**config.mk**
```make
export PLATFORM = sky130hd
export DESIGN_NAME = debug_hex_capture
export DESIGN_NICKNAME = d
export VERILOG_FILES = /design/src/rtl/debug_capture_pkg.sv /design/src/rtl/seg7_to_nibble.sv /design/src/rtl/debug_hex_capture.sv
export SDC_FILE = /design/constraint.sdc
export NUM_CORES = 1
export LEC_CHECK = 0
export CORE_MARGIN = 2
export CORE_UTILIZATION = 27
export CTS_BUF_LIST = sky130_fd_sc_hd__clkbuf_4 sky130_fd_sc_hd__clkbuf_8 sky130_fd_sc_hd__clkbuf_16
export DETAILED_ROUTE_END_ITERATION = 10
export PLACE_DENSITY = 0.45
export RECOVER_POWER = 100
export SLEW_MARGIN = 20
export SYNTH_ARGS = -nofsm -noshare
export SYNTH_HDL_FRONTEND = slang
export SYNTH_SLANG_ARGS = --single-unit
```
**constraint.sdc**
```tcl
create_clock -name clk -period 4.1 [get_ports clk]
set_clock_uncertainty 0.05 [all_clocks]
set_input_delay 0.615 -clock clk [delete_from_list [all_inputs] [get_ports clk]]
set_output_delay 0.615 -clock clk [all_outputs]
set_load 0.01 [all_outputs]
```
**src/rtl/debug_capture_pkg.sv**
```systemverilog
// Shared types and constants for the debugger HEX display capture logic.
// Latency: n/a (definitions only).
// Backpressure: n/a.
package debug_capture_pkg;

   typedef enum logic [2:0] {
      ST_IDLE     = 3'd0,
      ST_DRIVE    = 3'd1,
      ST_SETTLE   = 3'd2,
      ST_SAMPLE   = 3'd3,
      ST_SAMPLE_B = 3'd4,
      ST_DONE     = 3'd5
   } state_e;

   // Segment glyphs, active-high, bit6..bit0 = g..a.
   localparam logic [6:0] GLYPH_0 = 7'h3F;
   localparam logic [6:0] GLYPH_1 = 7'h06;
   localparam logic [6:0] GLYPH_2 = 7'h5B;
   localparam logic [6:0] GLYPH_3 = 7'h4F;
   localparam logic [6:0] GLYPH_4 = 7'h66;
   localparam logic [6:0] GLYPH_5 = 7'h6D;
   localparam logic [6:0] GLYPH_6 = 7'h7D;
   localparam logic [6:0] GLYPH_7 = 7'h07;
   localparam logic [6:0] GLYPH_8 = 7'h7F;
   localparam logic [6:0] GLYPH_9 = 7'h6F;
   localparam logic [6:0] GLYPH_A = 7'h77;
   localparam logic [6:0] GLYPH_B = 7'h7C;
   localparam logic [6:0] GLYPH_C = 7'h39;
   localparam logic [6:0] GLYPH_D = 7'h5E;
   localparam logic [6:0] GLYPH_E = 7'h79;
   localparam logic [6:0] GLYPH_F = 7'h71;

   localparam logic [15:0][6:0] GLYPHS = {
      GLYPH_F, GLYPH_E, GLYPH_D, GLYPH_C, GLYPH_B, GLYPH_A, GLYPH_9, GLYPH_8,
      GLYPH_7, GLYPH_6, GLYPH_5, GLYPH_4, GLYPH_3, GLYPH_2, GLYPH_1, GLYPH_0
   };

   localparam int MAX_RETRY = 3;
   localparam int RETRY_W   = $clog2(MAX_RETRY + 1);

endpackage

```
**src/rtl/seg7_to_nibble.sv**
```systemverilog
// Decodes one 7-segment digit into a hex nibble, flagging non-glyph patterns.
// Latency: combinational.
// Backpressure: none.
module seg7_to_nibble
   import debug_capture_pkg::*;
#(
   parameter bit ACTIVE_LOW = 1'b1
) (
   input  logic [6:0] seg,
   output logic [3:0] nibble,
   output logic       bad
);

   logic [6:0] pattern;

   always_comb begin
      pattern = ACTIVE_LOW ? ~seg : seg;
      nibble  = 4'h0;
      bad     = 1'b1;
      for (int i = 0; i < 16; i++) begin
         if (pattern == GLYPHS[i]) begin
            nibble = 4'(i);
            bad    = 1'b0;
         end
      end
   end

endmodule

```
**src/rtl/debug_hex_capture.sv**
```systemverilog
// Scans Debug_selector over a range and captures decoded HEX words; DEBUG_CAPTURE_STABLE_EN adds double-sampling.
// Latency: SETTLE_CYCLES+2 clocks per index (+1 with double-sampling); read port one clock.
// Backpressure: none; start is ignored while busy.
module debug_hex_capture
   import debug_capture_pkg::*;
#(
   parameter int SEL_W          = 5,
   parameter int SETTLE_CYCLES  = 4,
   parameter int HEX_ACTIVE_LOW = 1
) (
   input  logic             clk,
   input  logic             reset,
   input  logic             start,
   input  logic [SEL_W-1:0] first_sel,
   input  logic [SEL_W:0]   count,
   input  logic [6:0]       HEX0,
   input  logic [6:0]       HEX1,
   input  logic [6:0]       HEX2,
   input  logic [6:0]       HEX3,
   input  logic [6:0]       HEX4,
   input  logic [6:0]       HEX5,
   input  logic [6:0]       HEX6,
   input  logic [6:0]       HEX7,
   output logic [SEL_W-1:0] Debug_selector,
   output logic             busy,
   output logic             done,
   output logic             err,
   input  logic [SEL_W-1:0] rd_addr,
   output logic [31:0]      rd_data,
   output logic             rd_valid,
   output logic             rd_err
);

   localparam int         NUM         = 2**SEL_W;
   localparam logic [7:0] SETTLE_LOAD = 8'(SETTLE_CYCLES);

   logic [6:0]  hex_in [8];
   logic [31:0] word_now;
   logic [7:0]  bad_vec;

   always_comb begin
      hex_in[0] = HEX0;
      hex_in[1] = HEX1;
      hex_in[2] = HEX2;
      hex_in[3] = HEX3;
      hex_in[4] = HEX4;
      hex_in[5] = HEX5;
      hex_in[6] = HEX6;
      hex_in[7] = HEX7;
   end

   for (genvar g = 0; g < 8; g++) begin : g_dec
      seg7_to_nibble #(
         .ACTIVE_LOW (HEX_ACTIVE_LOW != 0)
      ) u_dec (
         .seg    (hex_in[g]),
         .nibble (word_now[g*4 +: 4]),
         .bad    (bad_vec[g])
      );
   end

   state_e           state_q, state_d;
   logic [SEL_W-1:0] sel_q, sel_d, cur_q, cur_d;
   logic [SEL_W:0]   rem_q, rem_d;
   logic [7:0]       settle_q, settle_d;
   logic             err_q, err_d, zero_done_q, zero_done_d;
   logic [NUM-1:0]   valid_q, valid_d, ent_err_q, ent_err_d;
   logic [31:0]      rd_data_q, rd_data_d;
   logic             rd_valid_q, rd_valid_d, rd_err_q, rd_err_d;
   logic [31:0]      mem_q [NUM];
   logic             wr_en, wr_bad, last_entry;
   logic [31:0]      wr_word;
`ifdef DEBUG_CAPTURE_STABLE_EN
   logic [31:0]      word_a_q, word_a_d;
   logic             bad_a_q, bad_a_d;
   logic [RETRY_W-1:0] retry_q, retry_d;
   logic             mismatch, retry;
`endif

   assign last_entry = (rem_q == (SEL_W+1)'(1));

   always_ff @(posedge clk or negedge reset) begin
      if (!reset) state_q <= ST_IDLE;
      else        state_q <= state_d;
   end

   always_comb begin
      state_d = state_q;
      case (state_q)
         ST_IDLE:     if (start && count != '0) state_d = ST_DRIVE;
         ST_DRIVE:    state_d = ST_SETTLE;
         ST_SETTLE:   if (settle_q <= 8'd1) state_d = ST_SAMPLE;
`ifdef DEBUG_CAPTURE_STABLE_EN
         ST_SAMPLE:   state_d = ST_SAMPLE_B;
         ST_SAMPLE_B: state_d = retry ? ST_SETTLE : (last_entry ? ST_DONE : ST_DRIVE);
`else
         ST_SAMPLE:   state_d = last_entry ? ST_DONE : ST_DRIVE;
`endif
         ST_DONE:     state_d = ST_IDLE;
         default:     state_d = ST_IDLE;
      endcase
   end

   always_comb begin
      busy    = state_q inside {ST_DRIVE, ST_SETTLE, ST_SAMPLE, ST_SAMPLE_B};
      done    = (state_q == ST_DONE) | zero_done_q;
      wr_word = word_now;
`ifdef DEBUG_CAPTURE_STABLE_EN
      // An exhausted retry budget still commits the second sample, marked bad.
      mismatch = (word_now != word_a_q);
      retry    = (state_q == ST_SAMPLE_B) && mismatch && (retry_q != RETRY_W'(MAX_RETRY));
      wr_en    = (state_q == ST_SAMPLE_B) && !retry;
      wr_bad   = bad_a_q | (|bad_vec) | mismatch;
`else
      wr_en    = (state_q == ST_SAMPLE);
      wr_bad   = |bad_vec;
`endif
   end

   always_comb begin
      sel_d       = sel_q;
      cur_d       = cur_q;
      rem_d       = rem_q;
      settle_d    = settle_q;
      err_d       = err_q;
      valid_d     = valid_q;
      ent_err_d   = ent_err_q;
      zero_done_d = 1'b0;
`ifdef DEBUG_CAPTURE_STABLE_EN
      word_a_d    = word_a_q;
      bad_a_d     = bad_a_q;
      retry_d     = retry_q;
`endif
      case (state_q)
         ST_IDLE: begin
            if (start) begin
               if (count != '0) begin
                  cur_d     = first_sel;
                  rem_d     = count;
                  valid_d   = '0;
                  ent_err_d = '0;
                  err_d     = 1'b0;
               end else begin
                  zero_done_d = 1'b1;
               end
            end
         end
         ST_DRIVE: begin
            sel_d    = cur_q;
            settle_d = SETTLE_LOAD;
`ifdef DEBUG_CAPTURE_STABLE_EN
            retry_d  = '0;
`endif
         end
         ST_SETTLE: settle_d = settle_q - 8'd1;
`ifdef DEBUG_CAPTURE_STABLE_EN
         ST_SAMPLE: begin
            word_a_d = word_now;
            bad_a_d  = |bad_vec;
         end
         ST_SAMPLE_B: begin
            if (retry) begin
               retry_d  = retry_q + RETRY_W'(1);
               settle_d = SETTLE_LOAD;
            end
         end
`endif
         default: ;
      endcase
      if (wr_en) begin
         valid_d[cur_q]   = 1'b1;
         ent_err_d[cur_q] = wr_bad;
         err_d            = err_q | wr_bad;
         rem_d            = rem_q - (SEL_W+1)'(1);
         cur_d            = cur_q + SEL_W'(1);
      end
      // Registered read sees pre-write contents on a same-cycle collision.
      rd_data_d  = mem_q[rd_addr];
      rd_valid_d = valid_q[rd_addr];
      rd_err_d   = ent_err_q[rd_addr];
   end

   always_ff @(posedge clk or negedge reset) begin
      if (!reset) begin
         sel_q       <= '0;
         cur_q       <= '0;
         rem_q       <= '0;
         settle_q    <= '0;
         err_q       <= 1'b0;
         valid_q     <= '0;
         ent_err_q   <= '0;
         zero_done_q <= 1'b0;
         rd_data_q   <= '0;
         rd_valid_q  <= 1'b0;
         rd_err_q    <= 1'b0;
`ifdef DEBUG_CAPTURE_STABLE_EN
         word_a_q    <= '0;
         bad_a_q     <= 1'b0;
         retry_q     <= '0;
`endif
      end else begin
         sel_q       <= sel_d;
         cur_q       <= cur_d;
         rem_q       <= rem_d;
         settle_q    <= settle_d;
         err_q       <= err_d;
         valid_q     <= valid_d;
         ent_err_q   <= ent_err_d;
         zero_done_q <= zero_done_d;
         rd_data_q   <= rd_data_d;
         rd_valid_q  <= rd_valid_d;
         rd_err_q    <= rd_err_d;
`ifdef DEBUG_CAPTURE_STABLE_EN
         word_a_q    <= word_a_d;
         bad_a_q     <= bad_a_d;
         retry_q     <= retry_d;
`endif
      end
   end

   always_ff @(posedge clk) begin
      if (wr_en) mem_q[cur_q] <= wr_word;
   end

   assign Debug_selector = sel_q;
   assign err            = err_q;
   assign rd_data        = rd_data_q;
   assign rd_valid       = rd_valid_q;
   assign rd_err         = rd_err_q;

endmodule

```
==> impl_metrics.csv, run 1 <==
group,metric,value,unit
synth,synth_flop_cell,"edfxtp_1",
synth,synth_warnings,0,
place,port_buffers,116,
sta,tns,0,ps
power,vdd_drop_max,0.371,mV
place,post-place-ws,450,ps
power,p_per_area,466,nW/um^2
floorplanning,die_area,176000,um^2
synth,synth-edff-count,1024,
sta,setup_violations,0,
global_route,grt_antenna_before_repair,1,
detailed_routing,totalWireLength,133,mm
run,drv_cap,10,
synth,synthesis.area,46600,um^2
synth,ys_types,82,
detailed_routing,postRouteAntennaNets,0,
cells_and_area,finish.utilization,32.2,%
synth,seq_area_frac_synth,72.8,%
setup_path,arrival,4070,ps
clock_network,cts_root_buf,"clkbuf_16",
setup_path,cp_max_fo,41,
setup_path,critPathMaxStageDelay,1410,ps
global_route,grtUsageTotal,15.1,%
clock_network,path_clk_slew,60,ps
floorplanning,coreArea,172000,um^2
synth,ys_ff_latch,1151,
synth,synthTopCellsByArea,"edfxtp_1 66%, mux4_2 16%, dfrtp_1 6.8%",
hold_path,min_path_type,"reg -> reg",
sta,finalHoldViolations,0,
cells_and_area,nNetsFinal,2608,
sta,slew_headroom,-38.1,%
cells_and_area,layout_common_cells,"1024 x edfxtp_1, 340 x mux4_2, 127 x dfrtp_1",
floorplanning,initial_core_util,27.2,%
sta,max_freq,0.279,GHz
cells_and_area,antenna_cells,0,
setup_path,critical_path_class,"in -> reg",
floorplanning,ios,117,
detailed_routing,dr.pass1.iters,8,
floorplanning,fp.dieW,419,um
synth,synth_area_leader_cell,"edfxtp_1",
outcome,status,"complete, but fails checks",
sta,tightest_slew,2070,ps
sta,grt_setup_unrepaired,"no",
clock_network,h-tree-depth,3,
clock_network,clock_sinks,1151,
setup_path,crit_path_end_kind,"flip-flop",
detailed_routing,wl_per_cell,27.0,um
global_route,grt_pass1_wl,189,mm
synth,async_flop_share,11.0,%
setup_path,worstPathRequired,4590,ps
detailed_routing,vias,24500,
sta,fin_crit_sh,87.4,%
detailed_routing,drt_iter0_markers,2474,
global_route,grt_start_max_net_pins,110,
place,dp.final_hpwl,73.3,mm
synth,syn_nets,2415,
setup_path,start_kind,"input port",
detailed_routing,remaining_drc_errors,0,
setup_path,worst_path_dominant_cell_family,"buffers and inverters",
power,power_leakage,18.2,nW
sta,fin_crit,3580,ps
cells_and_area,mostFrequentLayoutCell,"edfxtp_1",
setup_path,crit_top_cell,"mux4_2",
detailed_routing,avgViaCountPerCell,4.96,
setup_path,slowest_stage,"clkbuf_2",
synth,postSynthAreaPerCell,20.0,um^2
synth,yosys.area.top_type_share,66.0,%
sta,drv_slew,213,
clock_network,clockBufferDepth,3,
sta,setup_ws,517,ps
power,total_power,25.8,mW
cells_and_area,area_delta_synth_final,18.6,%
global_route,grt_pass1_vias,25500,
outcome,violations,"capacitance limit, slew limit",
clock_network,cts_tree,"built",
clock_network,worstSkewPairLatency,750,ps
floorplanning,num_rows,152,
place,gp_congestion,0.805,
floorplanning,die_y,419,um
synth,syn_inst,2332,
clock_network,cts_inserted_buffers,120,
setup_path,cp_num_buf_inv,2,
setup_path,path_cells,"clkbuf_2, buf_4, mux4_2, mux4_2, mux2_1",
global_route,grt_overflow,0,
cells_and_area,drive_above_1_share,25.0,%
-- final timing paths --
kind                       cells past startpoint        start  slack (ps)       endpoint
max reg2reg                                    6   state_q[1]         650  mem_q[27][12]
min reg2reg                                    1  valid_q[11]         420    valid_q[11]
min in group asynchronous                      2        reset         870     rd_data[4]
min                                            1  valid_q[11]         420    valid_q[11]
max in group asynchronous                      3        reset        1490    rd_data[27]
max                                            5   rd_addr[0]         520         rd_err
-- synth_stat cells, types with 6 or more instances --
cell,number
nand4_1,9
ha_1,8
o211ai_1,9
nand3_1,28
buf_1,24
or4_1,6
nor2_1,85
inv_1,24
a22oi_1,6
o21ai_0,32
nor2b_1,17
a21oi_1,57
o22ai_1,9
a21o_1,32
mux2i_1,7
dfrtp_1,127
nor4_1,12
nand2b_1,14
or3_1,7
nand2_1,73
a31oi_1,45
nor4b_1,8
clkbuf_1,105
mux2_2,35
nand3b_1,6
xor2_1,9
nor3_1,27
edfxtp_1,1024
xnor2_1,8
buf_2,18
mux4_2,340
nor4bb_1,8
nor3b_1,9
-- where the power goes --
part	total, mW	leakage [nW]	switching [mW]	internal [mW]
clock network	11.2	2.01	4.69	6.46
registers	13.0	11.3	0.111	12.9
logic	1.59	4.88	0.850	0.738
total	25.8	18.2	5.65	20.1
-- layout make-up --
| type | count | area, um^2 |
|---|---|---|
| fill | 16400 | 116000 |
| clock buffer | 142 | 3190 |
| multi-input combinational | 1005 | 12100 |
| inverter | 24 | 90.1 |
| sequential | 1151 | 33900 |
| timing repair buffer | 223 | 2220 |
| tap | 2310 | 2890 |
| clock inverter | 84 | 887 |
-- registers in the layout, indices dropped and copies added (netlist names) --
| signal | flops |
|---|---|
| Debug_selector | 5 |
| cur_q | 5 |
| ent_err_q | 32 |
| err | 1 |
| mem_q | 1024 |
| rd_data | 32 |
| rd_err | 1 |
| rd_valid | 1 |
| rem_q | 6 |
| settle_q | 8 |
| state_q | 3 |
| valid_q | 32 |
| zero_done_q | 1 |
-- cell families (layout without fill, tap and decap cells) --
group                      Yosys count  after routing  share of synthesized area, %
AOI/OAI and AO/OA                  250            250                          3.55
xor gates and xnor gates            17             17                         0.320
adders and majority gates           11             11                         0.279
buffers and inverters              176            473                          1.54
DFF                               1151           1151                          72.8
muxes                              382            382                          17.4
and+or+nand+nor                    345            345                          4.03
-- routing by layer --
metal,vias to the layer above,routed length [um],GRT usage (%)
li1,10100,-,-
met1,13400,57000,20.3
met2,857,67100,25.9
met3,184,6420,1.91
met4,0,2590,3.94
met5,-,0,0
-- per-stage QoR --
step                      instances  hold slack, ps  area (um^2)
after global routing           4939             429        55300
after CTS                      4939             213        55700
after global placement         4712             404        51600
final                          4939             420        55300
after detailed placement       4712             410        51600
after floorplan                2332             269        46600
-- worst reg2reg max path, stage by stage (launching register included) --
cell	delay, ps
dfrtp_1	420
inv_1	120
nor3b_1	190
buf_4	230
nand2_1	420
nor2_1	1240
buf_12	400
-- repair_timing --
item | CTS | global route
endpoints found under the hold margin | 18 | 0
setup buffers | 0 | 0
gates resized for setup | 0 | 0
hold buffers | 1 | 0
Note: power is estimated with default switching activity, not from simulation.
==> inputs of run 2 (changes only) <==
HOLD_SLACK_MARGIN = 0.15   (was unset)
==> results of run 2 <==
The final DEF is identical to that of run 1; final timing and power are the same.
==> RTL change: new RTL, flow settings as in run 2 <==
Make the reset (`reset`) synchronous in 2 clocked blocks.
--- a/src/rtl/debug_hex_capture.sv
+++ b/src/rtl/debug_hex_capture.sv
@@ -81,3 +81,3 @@
 
-   always_ff @(posedge clk or negedge reset) begin
+   always_ff @(posedge clk) begin
       if (!reset) state_q <= ST_IDLE;
@@ -182,3 +182,3 @@
 
-   always_ff @(posedge clk or negedge reset) begin
+   always_ff @(posedge clk) begin
       if (!reset) begin
Formal check against the unedited RTL: differs if reset is asserted again (counterexample within 4 cycles, from zero or initial values and one cycle with reset low); with reset held inactive, the same outputs for 4 cycles.
==> RTL change against run 2 <==
- the flow still finishes with violations (capacitance limit, slew limit)
- setup slack worse by 0.031 ns
- final area is 0.82% higher
- synthesized cell count grew 6.0%
- via count grew 3.9%
- count of clock-buffer cells in the layout up 30
- hold slack gained 0.025 ns
- wire length up 1.5%
- synthesized area up 0.61%
- sequential cell count is the same
- combinational power up 3%
- die area rose by 0.60%
- total power increased by 1.6%
- critical endpoint is now mem_q[19][0]
- highest routed layer unchanged
==> RTL change: results (changes against run 2) <==
metric;value;unit;change
Largest register FFs;1024;;unchanged
DR iter-0 viols;2458;;-0.65%
# Max-Cap Violations;28;;+18
RD Place Congestion;0.772;;-4.0%
reg2reg path depth;6;;unchanged
CP arrival;3.99;ns;-0.08 ns
initial antenna violation count;2;;+1
htree depth;4;;+1
max_slew headroom;-0.403;;-0.0219
crit-path max FO;11;;-73%
worst-path cell with the longest stage delay;nor2_1;;
first-pass detailed-route iteration total;6;;-2
peak supply drop;0.000368;V;-0.71%
vias in the first global route;26614;;+4.5%
first-pass GRT wire length;194;mm;+2.4%
reg-to-reg slack, setup;0.49;ns;-0.16 ns
post-layout net count;2771;;+6.3%
Mapped Cells;2473;;+6.0%
Clk pin slew, worst setup/hold paths;0.05;ns;
Yosys cell types;78;;-4.9%
Syn Nets;2556;;+5.8%
post-CTS setup buffer count;0;;unchanged
Cell Area, Placed;52000;µm²;+0.74%
status;complete, but fails checks;;
Cell Count, Final, Fillers Out;5095;;+3.2%
ys async rst share;0;;-0.110
Vias;25460;;+3.9%
largest net degree at the start of global routing;71;;-35%
clock latency at the later pin of the worst-skew pair;0.74;ns;
max-slew violations;772;;+260%
clock root buffer;clkbuf_16;;
Post-synth EDFFs;1024;;unchanged
WL/cell;26.5;µm;-1.6%
placed cells;4863;;+3.2%
share of cells above drive strength 1;0.244;;-0.00648
I/O Buffers;116;;unchanged
top cells by area, synth;edfxtp_1 (66%), mux4_2 (16%), dfxtp_1 (5.4%), nor2b_1 (1.2%), mux2i_1 (0.79%);;
hpwl dp;77.0;mm;+5.0%
Lkg Pwr;17.4;nW;-4.6%
Num CTS Buffers;133;;+11%
Post-CTS Resized;0;;unchanged
failing checks;capacitance limit, slew limit;;
most instantiated cells after synthesis;edfxtp_1 (1024), mux4_2 (340), dfxtp_1 (127), clkbuf_1 (94), nor2_1 (94);;
Synth warnings;0;;unchanged
register area share after synthesis;0.710;;-0.0180
delay of the slowest critical-path stage;1.34;ns;-0.07 ns
fillers;16439;;+0.091%
gr usage total;0.153;;+0.00173
==> RTL change: changes by cell type in the layout (fill, tap and decap cells not counted), moves of 15 or more <==
| cell | change |
|---|---|
| and2_1 | +33 |
| nor2b_1 | +70 |
| clkbuf_16 | +16 |
| mux2_2 | -15 |
| o21ai_0 | +35 |
| nand2_1 | -30 |
| dfrtp_1 | -127 |
| mux2_1 | -20 |
| a21oi_1 | +15 |
| a31oi_1 | -36 |
| a21o_1 | -31 |
| a41oi_1 | +32 |
| dfxtp_1 | +127 |
| mux2i_1 | +30 |
==> RTL change: final cells by class <==
cell class / count / area, µm² / share of cell area
clock buffers: 172 / 3720 / 0.0667
clock inverters: 60 / 607 / 0.0109
inverters: 24 / 90.1 / 0.00162
multi-input cells: 1130 / 12900 / 0.231
flip-flops and latches: 1151 / 33300 / 0.598
well taps: 2310 / 2890 / 0.0519
repair buffers: 248 / 2270 / 0.0407
==> RTL change: report_power, final <==
group          total, mW  switching [mW]  internal [mW]
Sequential          12.9          0.0765           12.8
Combinational       1.63           0.944          0.686
Clock               11.7            4.63           7.02
==> RTL change: per-layer routing <==
| metal | part of all wire | vias to the layer above | global-route usage |
|---|---|---|---|
| li1 | - | 10644 | - |
| met1 | 0.43 | 13758 | 0.204 |
| met2 | 0.50 | 862 | 0.261 |
| met3 | 0.042 | 196 | 0.0193 |
| met4 | 0.023 | 0 | 0.0425 |
| met5 | 0 | - | 0 |
==> RTL change: cells by family (layout without fill, tap and decap cells) <==
kind of cell	after synthesis	after routing	share of synthesized area
AOI/OAI and AO/OA	275	275	0.0395
xor gates and xnor gates	16	16	0.00299
adders and majority gates	11	11	0.00278
buffers and inverters	192	504	0.0177
DFF	1151	1151	0.710
muxes	377	377	0.171
and+or+nand+nor	451	451	0.0552
==> RTL change: critical path: cells and delay by family, from the launching register on <==
family	cells	cell delay, ns
DFF	1	0.57
and+or+nand+nor	3	1.94
buffers and inverters	3	0.75
==> RTL change: per-stage QoR <==
| step | power (mW) | hold slack [ns] | utilization | worst slack [ns] |
|---|---|---|---|---|
| after global placement | 14.8 | 0.423 | 0.302 | 0.0772 |
| after global routing | 27.1 | 0.426 | 0.324 | 0.341 |
| after CTS | 26.6 | 0.377 | 0.327 | 0.858 |
| final | 26.2 | 0.445 | 0.324 | 0.487 |
| after detailed placement | 14.8 | 0.435 | 0.302 | 0.247 |
| after floorplan | 14.2 | 0.398 | - | 0.137 |
==> RTL change: path summary, 6_finish.rpt <==
check / start / endpoint
hold / removal: rem_q[2] / state_q[2]
setup reg to reg: state_q[0] / mem_q[19][0]
hold reg to reg: rem_q[2] / state_q[2]
setup / recovery: state_q[0] / mem_q[19][0]
